<file path="src/rtl/packet_sync_detector.sv">
// packet_sync_detector
//   Stream framer. It scans a W-bit word stream for an N-word sync header
//   (PATTERN, sent MSB word first). It then forwards PAYLOAD_LEN payload
//   words with valid/last marking, and counts completed frames.
//   All outputs are registered, so every response appears one cycle after
//   the input word that caused it.
//
//   Optional feature macro: PKT_TIMEOUT_EN
//     When defined, a frame that is part-way through the header or payload
//     is abandoned after TIMEOUT consecutive cycles with in_valid low.
//     The abandon is signalled by a one-cycle pulse on timeout.
//     When undefined, the gap counter is not built, timeout is tied low,
//     and frames wait across gaps of any length.
//
// Ports
//   clk         rising-edge clock
//   reset       synchronous, active-high reset
//   in_valid    in_data is valid this cycle (no backpressure)
//   in_data     stream word
//   hdr_match   pulse: complete header accepted
//   pay_valid   pulse: pay_data carries a payload word
//   pay_data    payload word (holds its last value between words)
//   pay_last    pulse with pay_valid on the final payload word
//   frame_done  pulse coincident with pay_last
//   timeout     pulse: frame abandoned on an input gap
//   state       FSM state: 00 IDLE, 01 HDR, 10 PAY
//   frame_cnt   completed frames, saturating at 16'hFFFF
module packet_sync_detector #(
  parameter int W           = 8,
  parameter int N           = 3,
  parameter logic [N*W-1:0] PATTERN = 24'hAA55F0,
  parameter int PAYLOAD_LEN = 4,
  parameter int TIMEOUT     = 16
) (
  input  logic         clk,
  input  logic         reset,
  input  logic         in_valid,
  input  logic [W-1:0] in_data,
  output logic         hdr_match,
  output logic         pay_valid,
  output logic [W-1:0] pay_data,
  output logic         pay_last,
  output logic         frame_done,
  output logic         timeout,
  output logic [1:0]   state,
  output logic [15:0]  frame_cnt
);

  localparam int IW = $clog2(N);

  typedef enum logic [1:0] {
    S_IDLE = 2'b00,
    S_HDR  = 2'b01,
    S_PAY  = 2'b10,
    S_BAD  = 2'b11
  } state_t;

  state_t          state_q;
  logic [IW-1:0]   hdr_idx;
  logic [7:0]      pay_cnt;
  logic [W-1:0]    hdr_words [N];

  // Split the packed header pattern into words, with word 0 taken from the MSBs.
  for (genvar i = 0; i < N; i++) begin : g_hdr
    assign hdr_words[i] = PATTERN[(N-1-i)*W +: W];
  end

  assign state = state_q;

`ifdef PKT_TIMEOUT_EN
  logic [15:0] gap_cnt;
  logic        timeout_q;
  assign timeout = timeout_q;
`else
  // Constant 0. The comparison only references TIMEOUT so the parameter is consumed.
  assign timeout = (TIMEOUT < 0);
`endif

  // Framer FSM with registered outputs. Pulse outputs default low each cycle.
  // In the timeout build, the gap check comes after the case statement so that
  // an expired gap overrides the state chosen by the case.
  always_ff @(posedge clk) begin
    if (reset) begin
      state_q    <= S_IDLE;
      hdr_idx    <= '0;
      pay_cnt    <= '0;
      hdr_match  <= 1'b0;
      pay_valid  <= 1'b0;
      pay_data   <= '0;
      pay_last   <= 1'b0;
      frame_done <= 1'b0;
      frame_cnt  <= '0;
`ifdef PKT_TIMEOUT_EN
      gap_cnt    <= '0;
      timeout_q  <= 1'b0;
`endif
    end else begin
      hdr_match  <= 1'b0;
      pay_valid  <= 1'b0;
      pay_last   <= 1'b0;
      frame_done <= 1'b0;
`ifdef PKT_TIMEOUT_EN
      timeout_q  <= 1'b0;
`endif
      case (state_q)
        S_IDLE: begin
          if (in_valid && in_data == hdr_words[0]) begin
            state_q <= S_HDR;
            hdr_idx <= IW'(1);
          end
        end
        S_HDR: begin
          if (in_valid) begin
            if (in_data == hdr_words[hdr_idx]) begin
              if (hdr_idx == IW'(N-1)) begin
                state_q   <= S_PAY;
                hdr_idx   <= '0;
                pay_cnt   <= '0;
                hdr_match <= 1'b1;
              end else begin
                hdr_idx <= hdr_idx + 1'b1;
              end
            end else if (in_data == hdr_words[0]) begin
              // A failed header word that equals word 0 restarts the header at index 1.
              // No longer partial-match overlap is searched for.
              hdr_idx <= IW'(1);
            end else begin
              state_q <= S_IDLE;
              hdr_idx <= '0;
            end
          end
        end
        S_PAY: begin
          // Payload words are forwarded unconditionally, even if they look like header words.
          if (in_valid) begin
            pay_valid <= 1'b1;
            pay_data  <= in_data;
            if (pay_cnt == 8'(PAYLOAD_LEN-1)) begin
              pay_last   <= 1'b1;
              frame_done <= 1'b1;
              state_q    <= S_IDLE;
              pay_cnt    <= '0;
              if (frame_cnt != 16'hFFFF) frame_cnt <= frame_cnt + 16'd1;
            end else begin
              pay_cnt <= pay_cnt + 8'd1;
            end
          end
        end
        default: begin
          // Unreachable encoding: return to IDLE with all pulses left low.
          state_q <= S_IDLE;
          hdr_idx <= '0;
          pay_cnt <= '0;
        end
      endcase
`ifdef PKT_TIMEOUT_EN
      // The gap counter runs only while a frame is open. A valid word clears it,
      // and a valid word on the limit cycle therefore prevents the timeout.
      if (state_q == S_HDR || state_q == S_PAY) begin
        if (in_valid) begin
          gap_cnt <= '0;
        end else if (gap_cnt == 16'(TIMEOUT-1)) begin
          gap_cnt   <= '0;
          state_q   <= S_IDLE;
          hdr_idx   <= '0;
          pay_cnt   <= '0;
          timeout_q <= 1'b1;
        end else begin
          gap_cnt <= gap_cnt + 16'd1;
        end
      end else begin
        gap_cnt <= '0;
      end
`endif
    end
  end

endmodule

</file>
<file path="config.mk">
export PLATFORM = sky130hd
export DESIGN_NAME = packet_sync_detector
export DESIGN_NICKNAME = d
export VERILOG_FILES = /design/src/rtl/packet_sync_detector.sv
export SDC_FILE = /design/constraint.sdc
export NUM_CORES = 1
export LEC_CHECK = 0
export BUFFER_PORTS_ARGS = -buffer_cell sky130_fd_sc_hd__buf_2
export CORE_MARGIN = 2
export CORE_UTILIZATION = 30
export CTS_CLUSTER_DIAMETER = 120
export DETAILED_ROUTE_END_ITERATION = 8
export PLACE_DENSITY = 0.55
export SYNTH_ARGS = -nofsm -noshare
export SYNTH_HDL_FRONTEND = slang
export SYNTH_SLANG_ARGS = --single-unit
</file>
<file path="constraint.sdc">
create_clock -name clk -period 2.5 [get_ports clk]
set_input_delay 0.125 -clock clk [delete_from_list [all_inputs] [get_ports clk]]
set_output_delay 0.125 -clock clk [all_outputs]
set_load 0.1 [all_outputs]
</file>
==> flow_summary_export.csv, run 1 <==
group,metric,value,unit
timing,grt_setup_unrepaired,"no",
power_and_ir_drop,swShare,21.7,%
synthesis,ys_seq_area_share,38.0,%
die,die-area,7530,um2
drt,drc,0,
timing,setup_tns,0,ns
synthesis,synthArstFlopShare,0,%
power_and_ir_drop,clkPwrFrac,45.1,%
setup_path,reg2reg_slack,0.23,ns
run,cap_viol_max_count,0,
placed_design,io_buffers,40,
synthesis,synth.avg_cell_area,8.19,um2
die,die_h,86.8,um
layout,fin_cells,370,
grt,overflow,0,
layout,finish.instance_area,2440,um2
clocking,cts_buffer_depth,2,
layout,antenna_cells,0,
layout,seqCellArea,785,um2
synthesis,synth_nets,268,
setup_path,r2r-start,"hdr_idx[0]",
die,die_width,86.8,um
layout,drive_gt1_share,22.8,%
grt,grt_pass1_vias,1730,
power_and_ir_drop,ir_drop,0.183,mV
setup_path,setup.worst_path.start,"hdr_idx[0]",
grt,grt.total_usage,13.1,%
drt,drt_iter0_drc,131,
timing,fin_skew,0.00563,ns
grt,antenna_found_initial,0,
clocking,cts_setup_buffers,0,
drt,ant_nets,0,
drt,avgRoutedWirePerCell,13.1,um
synthesis,syn-instance-count,251,
setup_path,crit_family,"compound AO/OA/AOI/OAI gates",
die,io_pins,42,
placed_design,placed_area,2320,um2
timing,fmaxAchievable,441,MHz
placed_design,dpl.hpwl,3390,um
timing,finalMaxSlewViolations,0,
clocking,root_buffer,"clkbuf_8",
timing,period_minus_slack,2.27,ns
die,core-area,6720,um2
die,rows,30,
setup_path,worstSetupPathType,"reg -> reg",
power_and_ir_drop,comb_power_share,3.9,%
power_and_ir_drop,internal_power,0.958,mW
power_and_ir_drop,total_power,1.22,mW
setup_path,path_cells,"inv_1, ha_1, or3_1, a221oi_1, a31oi_1, o21ai_0, a21oi_1",
min_path,min_from,"in_data[0]",
clocking,cts-buffers-inserted,5,
die,initial_utilization,30.6,%
drt,drt-total-wl,4860,um
grt,grt_max_degree,42,
clocking,ctsHoldBuffers,0,
setup_path,cp_slowest_cell,"a221oi_1",
power_and_ir_drop,leakage,0.898,nW
synthesis,synth_edf_count,0,
synthesis,yosysWarnings,0,
layout,fillers,723,
outcome,status,"completed",
setup_path,path_buf_inv,1,
timing,worst_slew_pin_slew,0.751,ns
power_and_ir_drop,switching_power,0.265,mW
power_and_ir_drop,p_seq_share,51.0,%
placed_design,finalWeightedCongestion,0.815,
drt,route.vias.total,1918,
setup_path,critPathLaunchType,"register",
clocking,cts_tree,"built",
clocking,clock-sinks,39,
timing,min_period_over_period,90.8,%
layout,multiInputGateArea,1180,um2
setup_path,path_max_fanout,7,
clocking,ctsResizeCount,0,
grt,grt_pass1_wl,7960,um
clocking,h-tree-depth,2,
setup_path,cp-end-kind,"register",
timing,setup_viol,0,
layout,areaGrowthSynthToFinish,18.8,%
clocking,path_clk_slew,0.08,ns
clocking,clk_latency,0.29,ns
timing,hold_viol_final,0,
setup_path,critPathMaxStageDelay,0.38,ns
drt,via_per_inst,5.18,
layout,fin_nets,306,
setup_path,crit_arrival,2.42,ns
synthesis,yosysUniqueCellTypes,51,
timing,slew_headroom,49.9,%
placed_design,dpl.cell_count,362,
synthesis,synth-seq-cells,39,
synthesis,synthFlopType,"dfxtp_1",
synthesis,syn_area,2050,um2
drt,drtPass1Iterations,6,
power_and_ir_drop,p_per_area,501,nW/um2
min_path,min_path_type,"in -> reg",
setup_path,worst_ep_required_time,2.65,ns
## tightest hold or removal path, stage by stage
cell	delay, ns
buf_2	0.12
nand2_1	0.05
a21oi_1	0.05
## cell usage in the layout (no fill, tap or decap), types with 2 or more instances in the layout
cell / count
nor2_1: 28
nand2_1: 30
ha_1: 6
mux2i_1: 2
nor2b_1: 3
a211oi_1: 4
buf_2: 40
clkbuf_8: 6
a31oi_1: 4
a21oi_1: 16
nor3_1: 7
inv_1: 8
or4b_1: 2
and3_1: 5
xnor2_1: 11
o21ai_0: 12
dfxtp_1: 36
or3_1: 2
nand4_1: 7
nor4_1: 8
o21a_1: 2
buf_4: 4
or4_1: 2
nand2b_1: 3
dfxtp_2: 3
nand3_1: 11
o22ai_1: 2
## cell usage after synthesis (all sizes together), types with 2 or more instances
| cell | count | share of area [%] |
|---|---|---|
| dfxtp | 39 | 38 |
| nand2 | 30 | 5.5 |
| nor2 | 28 | 5.1 |
| a21oi | 16 | 3.9 |
| nand3 | 13 | 4.0 |
| o21ai | 13 | 3.2 |
| xnor2 | 11 | 4.7 |
| nor4 | 9 | 3.5 |
| clkbuf | 8 | 1.5 |
| inv | 8 | 1.5 |
| nor3 | 8 | 2.2 |
| nand4 | 7 | 2.1 |
| ha | 6 | 3.7 |
| and3 | 5 | 1.5 |
| buf | 5 | 1.8 |
| a211oi | 4 | 1.5 |
| a31oi | 4 | 1.2 |
| nand2b | 3 | 0.91 |
| nor2b | 3 | 0.91 |
| mux2 | 2 | 1.3 |
| mux2i | 2 | 0.97 |
| nor4b | 2 | 1.9 |
| o21a | 2 | 0.73 |
| o22ai | 2 | 0.61 |
| or3 | 2 | 0.61 |
| or4 | 2 | 0.73 |
| or4b | 2 | 0.97 |
## per-stage QoR
stage                     setup slack, ns  utilization (%)  hold slack (ns)
final                               0.231             36.3           0.0970
after global routing               0.0421             36.3           0.0930
after CTS                           0.259             36.3           0.0888
after detailed placement            0.272             34.6            0.410
after global placement              0.294             34.6            0.403
after floorplan                    0.0180                -            0.261
## area by class of cell
cell class              instances  area share [%]
well taps                      80            4.10
multi-input cells             191            48.3
clock buffers                   6            3.38
flip-flops and latches         39            32.2
inverters                       8            1.23
repair buffers                 44            9.44
clock inverters                 2            1.44
## path summary, 6_finish.rpt
path | end | cells after the start
max | pay_cnt[6] | 7
min | pay_data[0] | 3
max reg2reg | pay_cnt[6] | 7
min reg2reg | pay_data[2] | 2
## power groups by stage
stage               clock (mW)  sequential [mW]  combinational (mW)
detailed placement           0            0.638              0.0471
floorplan                    0            0.638              0.0294
global placement             0            0.638              0.0477
finish                   0.552            0.624              0.0471
global route             0.597            0.624              0.0516
CTS                      0.568            0.624              0.0473
## registers in the layout, indices dropped and copies added (netlist names)
signal,cells
frame_cnt,16
pay_cnt,8
pay_data,8
hdr_idx,2
state,2
frame_done,1
hdr_match,1
pay_valid,1
## cells by family (layout without fill, tap and decap cells)
group | Yosys count | count (layout) | synth area share (%)
compound gates | 49 | 49 | 14.4
fa+ha+maj | 6 | 6 | 3.65
simple gates | 120 | 120 | 32.2
xor+xnor | 11 | 11 | 4.69
flops | 39 | 39 | 38.0
other cells | 1 | 1 | 0.183
mux | 4 | 4 | 2.25
buf+inv | 21 | 60 | 4.69
## routing by layer
layer | share of wire (%) | global-route usage, %
met2 | 45 | 20.5
met1 | 49 | 17.8
met4 | 1.2 | 4.26
met5 | 0 | 0
met3 | 5.1 | 3.14
No activity file was read; power rests on OpenSTA's default activity.
==> run 2: changes to the inputs <==
==> constraint.sdc (replaced) <==
create_clock -name clk -period 2.5 [get_ports clk]
set_input_delay 0.375 -clock clk [delete_from_list [all_inputs] [get_ports clk]]
set_output_delay 0.375 -clock clk [all_outputs]
set_load 0.1 [all_outputs]
==> run 2 against run 1 <==
Global-route usage is 0.054 points lower. Routed wire length is 0.76% lower. Hold slack better by 0.26 ns. Combinational power is 3% higher. Clock skew is 0.0014 ns higher.
==> flow_summary_export.csv, run 2 (synthesis results as in run 1) <==
group,metric,value,unit
outcome,status,"completed",
timing,hold_viol_final,0,
placed_design,finalWeightedCongestion,0.867,
power_and_ir_drop,swShare,22.3,%
setup_path,reg2reg_slack,0.24,ns
drt,drtPass1Iterations,4,
drt,via_per_inst,5.15,
die,die_width,86.8,um
grt,grt_pass1_wl,8050,um
setup_path,cp_slowest_cell,"or4b_1",
power_and_ir_drop,internal_power,0.888,mW
clocking,cts_setup_buffers,0,
clocking,clk_latency,0.29,ns
grt,grt.total_usage,13.1,%
setup_path,path_buf_inv,1,
placed_design,dpl.hpwl,3480,um
die,io_pins,42,
layout,multiInputGateArea,1180,um2
timing,setup_tns,0,ns
power_and_ir_drop,ir_drop,0.214,mV
power_and_ir_drop,comb_power_share,4.2,%
grt,antenna_found_initial,0,
timing,fmaxAchievable,442,MHz
layout,areaGrowthSynthToFinish,17.9,%
timing,slew_headroom,54.3,%
layout,seqCellArea,785,um2
die,initial_utilization,30.6,%
grt,grt_pass1_vias,1761,
layout,fillers,709,
layout,antenna_cells,0,
timing,finalMaxSlewViolations,0,
min_path,hold_path_end,"pay_data[6]",
layout,layout_common_cells,"buf_2 (40), dfxtp_1 (36), nand2_1 (30)",
drt,drt-total-wl,4820,um
drt,drc,0,
setup_path,r2r-start,"hdr_idx[0]",
setup_path,path_cells,"inv_1, ha_1, or4b_1, a21oi_1, o21a_1, mux2_2, o311a_1",
power_and_ir_drop,switching_power,0.255,mW
power_and_ir_drop,clkPwrFrac,41.1,%
die,die-area,7530,um2
layout,final_common_cell,"buf_2",
drt,route.vias.total,1907,
setup_path,critPathLaunchType,"register",
setup_path,worstSetupPathType,"reg -> reg",
min_path,worstHoldPathCells,3,
power_and_ir_drop,p_seq_share,54.6,%
layout,fin_nets,306,
layout,drive_gt1_share,22.4,%
timing,worst_slew_pin_slew,0.683,ns
setup_path,crit_arrival,2.44,ns
die,rows,30,
setup_path,worst_ep_required_time,2.67,ns
timing,setup_viol,0,
setup_path,path_max_fanout,5,
setup_path,crit_family,"compound AO/OA/AOI/OAI gates",
clocking,ctsResizeCount,0,
setup_path,r2r_end,"hdr_idx[0]",
min_path,min_from,"in_data[6]",
die,die_h,86.8,um
placed_design,dpl_worst_slack,0.250,ns
timing,setup_slack,0.238,ns
layout,reg_top3,"frame_cnt x16, pay_cnt x8, pay_data x8",
timing,worst_hold_slack,0.357,ns
clocking,cts_tree,"built",
grt,grt_max_degree,25,
clocking,h-tree-depth,2,
drt,ant_nets,0,
clocking,cts-buffers-inserted,5,
timing,fin_skew,0.00703,ns
min_path,min_path_type,"in -> reg",
clocking,ctsHoldBuffers,0,
layout,final_core_utilization,36.1,%
clocking,path_clk_slew,0.07,ns
setup_path,cp-end-kind,"register",
layout,max_flop_register,"frame_cnt",
setup_path,r2r_cells,7,
placed_design,dpl.cell_count,362,
drt,avgRoutedWirePerCell,13.0,um
timing,grt_setup_unrepaired,"no",
layout,largest_reg_flops,16,
layout,fin_cells,370,
power_and_ir_drop,leakage,0.889,nW
setup_path,critPathMaxStageDelay,0.48,ns
run,cap_viol_max_count,0,
timing,min_period_over_period,90.5,%
grt,overflow,0,
power_and_ir_drop,p_per_area,472,nW/um2
clocking,root_buffer,"clkbuf_8",
clocking,cts_buffer_depth,2,
clocking,clock-sinks,39,
drt,drt_iter0_drc,50,
die,core-area,6720,um2
timing,period_minus_slack,2.26,ns
placed_design,io_buffers,40,
## run 2: changes by cell type in the layout (fill, tap and decap cells not counted)
cell       delta
clkbuf_1      +1
clkbuf_8      +1
clkinv_2      -1
bufinv_16     -1
## run 2: final cells by class
class / instances / area share [%]
clock buffers: 8 / 4.13
inverters: 8 / 1.24
multi-input cells: 191 / 48.6
flip-flops and latches: 39 / 32.4
well taps: 80 / 4.13
repair buffers: 44 / 9.50
## run 2: worst max-delay path by stage
stage / start / endpoint / slack, ns / cells after the start
finish: hdr_idx[0] / hdr_idx[0] / 0.24 / 7
global route: hdr_idx[0] / pay_cnt[5] / 0.07 / 7
CTS: hdr_idx[0] / hdr_idx[0] / 0.24 / 7
detailed placement: hdr_idx[0] / hdr_idx[0] / 0.25 / 7
global placement: hdr_idx[0] / hdr_idx[0] / 0.29 / 7
floorplan: frame_cnt[6] / frame_cnt[13] / 0.02 / 5
## run 2: layer usage
metal  vias up  GRT usage [%]  wire length, um
met5         -              0                0
met1       877           17.5             2430
li1        972              -                -
met3         6           3.14              211
met4         0           2.84               36
met2        52           21.3             2140
## run 2: worst register-to-register path: stages, from the launching register on
cell     delay (ns)
dfxtp_1        0.32
inv_1          0.13
ha_1           0.26
or4b_1         0.48
a21oi_1        0.18
o21a_1         0.17
mux2_2         0.33
o311a_1        0.29
## run 2: power by group through the flow
stage                     Sequential, mW  Combinational (mW)  Clock, mW
after floorplan                    0.638              0.0294          0
after global placement             0.638              0.0483          0
after detailed placement           0.639              0.0484          0
after CTS                          0.624              0.0484      0.490
after global routing               0.624              0.0536      0.518
final                              0.624              0.0485      0.470
## run 2: through the flow
stage / power (mW) / instance area (um2)
after CTS: 1.16 / 2420
final: 1.14 / 2420
after global placement: 0.687 / 2320
after detailed placement: 0.687 / 2320
after floorplan: 0.668 / 2060
after global routing: 1.20 / 2420
==> run 3: changes to the inputs <==
==> constraint.sdc (replaced) <==
create_clock -name clk -period 2.1 [get_ports clk]
set_input_delay 0.315 -clock clk [delete_from_list [all_inputs] [get_ports clk]]
set_output_delay 0.315 -clock clk [all_outputs]
set_load 0.1 [all_outputs]
==> run 3 against run 2 <==
Die area did not move. Sequential share of layout area fell by 2.7 points. Count of clock-buffer cells in the layout fell by 3. First-iteration DRC count rose by 6.0%. Worst setup slack got worse by 0.20 ns. Sequential cell count did not move. Routed wire length rose by 3.8%. Clock power rose by 60%. Critical path type unchanged. Core utilization rose by 4.6 points.
==> flow_summary_export.csv, run 3 (synthesis results as in run 1) <==
group,metric,value,unit
outcome,status,"completed",
layout,layout_common_cells,"buf_2 (40), nand2_1 (30), nor2_1 (28)",
setup_path,worstSetupPathType,"reg -> reg",
setup_path,critPathLaunchType,"register",
drt,via_per_inst,4.98,
power_and_ir_drop,comb_power_share,4.6,%
min_path,hold_path_end,"pay_data[2]",
timing,period_minus_slack,2.06,ns
placed_design,placed_area,2480,um2
clocking,path_clk_slew,0.08,ns
timing,fmaxAchievable,485,MHz
die,rows,30,
layout,seqCellArea,811,um2
clocking,clk_latency,0.29,ns
setup_path,setup.worst_path.start,"hdr_idx[0]",
setup_path,path_max_fanout,4,
timing,min_period_over_period,98.3,%
placed_design,dpl_worst_slack,-0.0990,ns
drt,drt_iter0_drc,53,
min_path,min_from,"in_data[2]",
setup_path,r2r_end,"hdr_idx[0]",
drt,route.vias.total,1936,
layout,max_flop_register,"frame_cnt",
setup_path,cp-end-kind,"register",
power_and_ir_drop,p_per_area,572,nW/um2
die,core-area,6720,um2
layout,fillers,672,
timing,setup_slack,0.0361,ns
timing,grt_setup_unrepaired,"yes",
timing,hold_viol_final,0,
drt,drc,0,
layout,drive_gt1_share,37.9,%
clocking,root_buffer,"clkbuf_8",
min_path,worstHoldPathCells,3,
drt,drt-total-wl,5000,um
layout,final_common_cell,"buf_2",
setup_path,reg2reg_slack,0.04,ns
power_and_ir_drop,switching_power,0.324,mW
clocking,cts_tree,"built",
clocking,cts-buffers-inserted,5,
power_and_ir_drop,clkPwrFrac,48.1,%
setup_path,r2r-start,"hdr_idx[0]",
placed_design,dpl.hpwl,3640,um
die,die_h,86.8,um
power_and_ir_drop,p_seq_share,47.3,%
setup_path,crit_arrival,2.25,ns
layout,fin_nets,325,
power_and_ir_drop,internal_power,1.24,mW
power_and_ir_drop,total_power,1.56,mW
grt,grt_pass1_vias,1842,
run,cap_viol_max_count,0,
die,die_width,86.8,um
die,io_pins,42,
placed_design,finalWeightedCongestion,0.842,
timing,setup_viol,0,
min_path,min_path_type,"in -> reg",
clocking,clock-sinks,39,
grt,grt_max_degree,31,
layout,areaGrowthSynthToFinish,32.9,%
grt,overflow,0,
grt,antenna_found_initial,0,
grt,grt.total_usage,13.4,%
clocking,h-tree-depth,2,
placed_design,io_buffers,40,
grt,grt_pass1_wl,8200,um
layout,antenna_cells,0,
power_and_ir_drop,leakage,1.02,nW
timing,worst_hold_slack,0.281,ns
timing,finalMaxSlewViolations,0,
setup_path,worst_ep_required_time,2.28,ns
timing,fin_skew,0.00737,ns
die,initial_utilization,30.6,%
drt,ant_nets,0,
layout,largest_reg_flops,16,
clocking,cts_buffer_depth,2,
layout,reg_top3,"frame_cnt x16, pay_cnt x8, pay_data x8",
layout,multiInputGateArea,1280,um2
drt,avgRoutedWirePerCell,12.9,um
layout,finish.instance_area,2730,um2
power_and_ir_drop,ir_drop,0.288,mV
die,die-area,7530,um2
power_and_ir_drop,swShare,20.7,%
drt,drtPass1Iterations,4,
setup_path,r2r_cells,7,
-- run 3: cell count changes in the layout (fill, tap and decap cells not counted), moves of 3 or more --
| cell | before | now |
|---|---|---|
| buf_4 | 4 | 23 |
| dfxtp_1 | 36 | 19 |
| dfxtp_2 | 3 | 18 |
| ha_1 | 6 | 3 |
| ha_4 | 0 | 3 |
-- run 3: how the worst max path moves through the flow --
stage	to	slack [ns]	cells after the start
finish	hdr_idx[0]	0.04	7
detailed placement	hdr_idx[0]	-0.1	7
global placement	hdr_idx[0]	-0.07	7
global route	hdr_idx[0]	-0.05	7
CTS	hdr_idx[0]	0.003	7
floorplan	frame_cnt[13]	-0.03	5
-- run 3: critical path, stage by stage, from the launching register on --
cell and delay, ns:
dfxtp_2 0.36, inv_4 0.06, ha_4 0.16, or4b_4 0.51, a21oi_4 0.14, o21a_1 0.16
mux2_4 0.30, o311a_1 0.28
-- run 3: power by group through the flow --
stage | clock, mW | combinational [mW] | sequential (mW)
5_1_grt | 0.810 | 0.0792 | 0.739
4_1_cts | 0.776 | 0.0687 | 0.739
6_report | 0.751 | 0.0714 | 0.739
3_3_place_gp | 0 | 0.0661 | 0.756
2_1_floorplan | 0 | 0.0355 | 0.757
3_5_place_dp | 0 | 0.0659 | 0.756
-- run 3: cell type report --
| cell class | instances | area share, % |
|---|---|---|
| clock buffer | 5 | 2.52 |
| clock inverter | 3 | 2.47 |
| inverter | 8 | 1.19 |
| multi-input combinational | 191 | 46.8 |
| sequential | 39 | 29.7 |
| tap | 80 | 3.67 |
| timing repair buffer | 63 | 13.7 |
-- run 3: per-layer routing --
layer	part of all wire [%]	global-route usage, %	wire length [um]
met5	0	0	0
met4	0.40	4.26	20
met3	4.0	3.14	200
met2	49	22.4	2440
met1	47	16.9	2350
-- run 3: timing repair --
action                     4_1_cts  5_1_grt
cloned                           0        0
gates resized for setup          8       11
pin swaps                        3        1
setup endpoints to repair        4       14
hold buffers                     0        0
hold endpoints to repair         0        0
setup buffers                    1        2
-- run 3: metrics by stage --
stage / instances / setup TNS [ns] / util (%)
2_1_floorplan: 251 / -0.0259 / -
4_1_cts: 387 / 0 / 39.5
5_1_grt: 389 / -0.0695 / 40.6
3_3_place_gp: 378 / -0.0683 / 36.9
3_5_place_dp: 378 / -0.190 / 36.9
6_report: 389 / 0 / 40.6
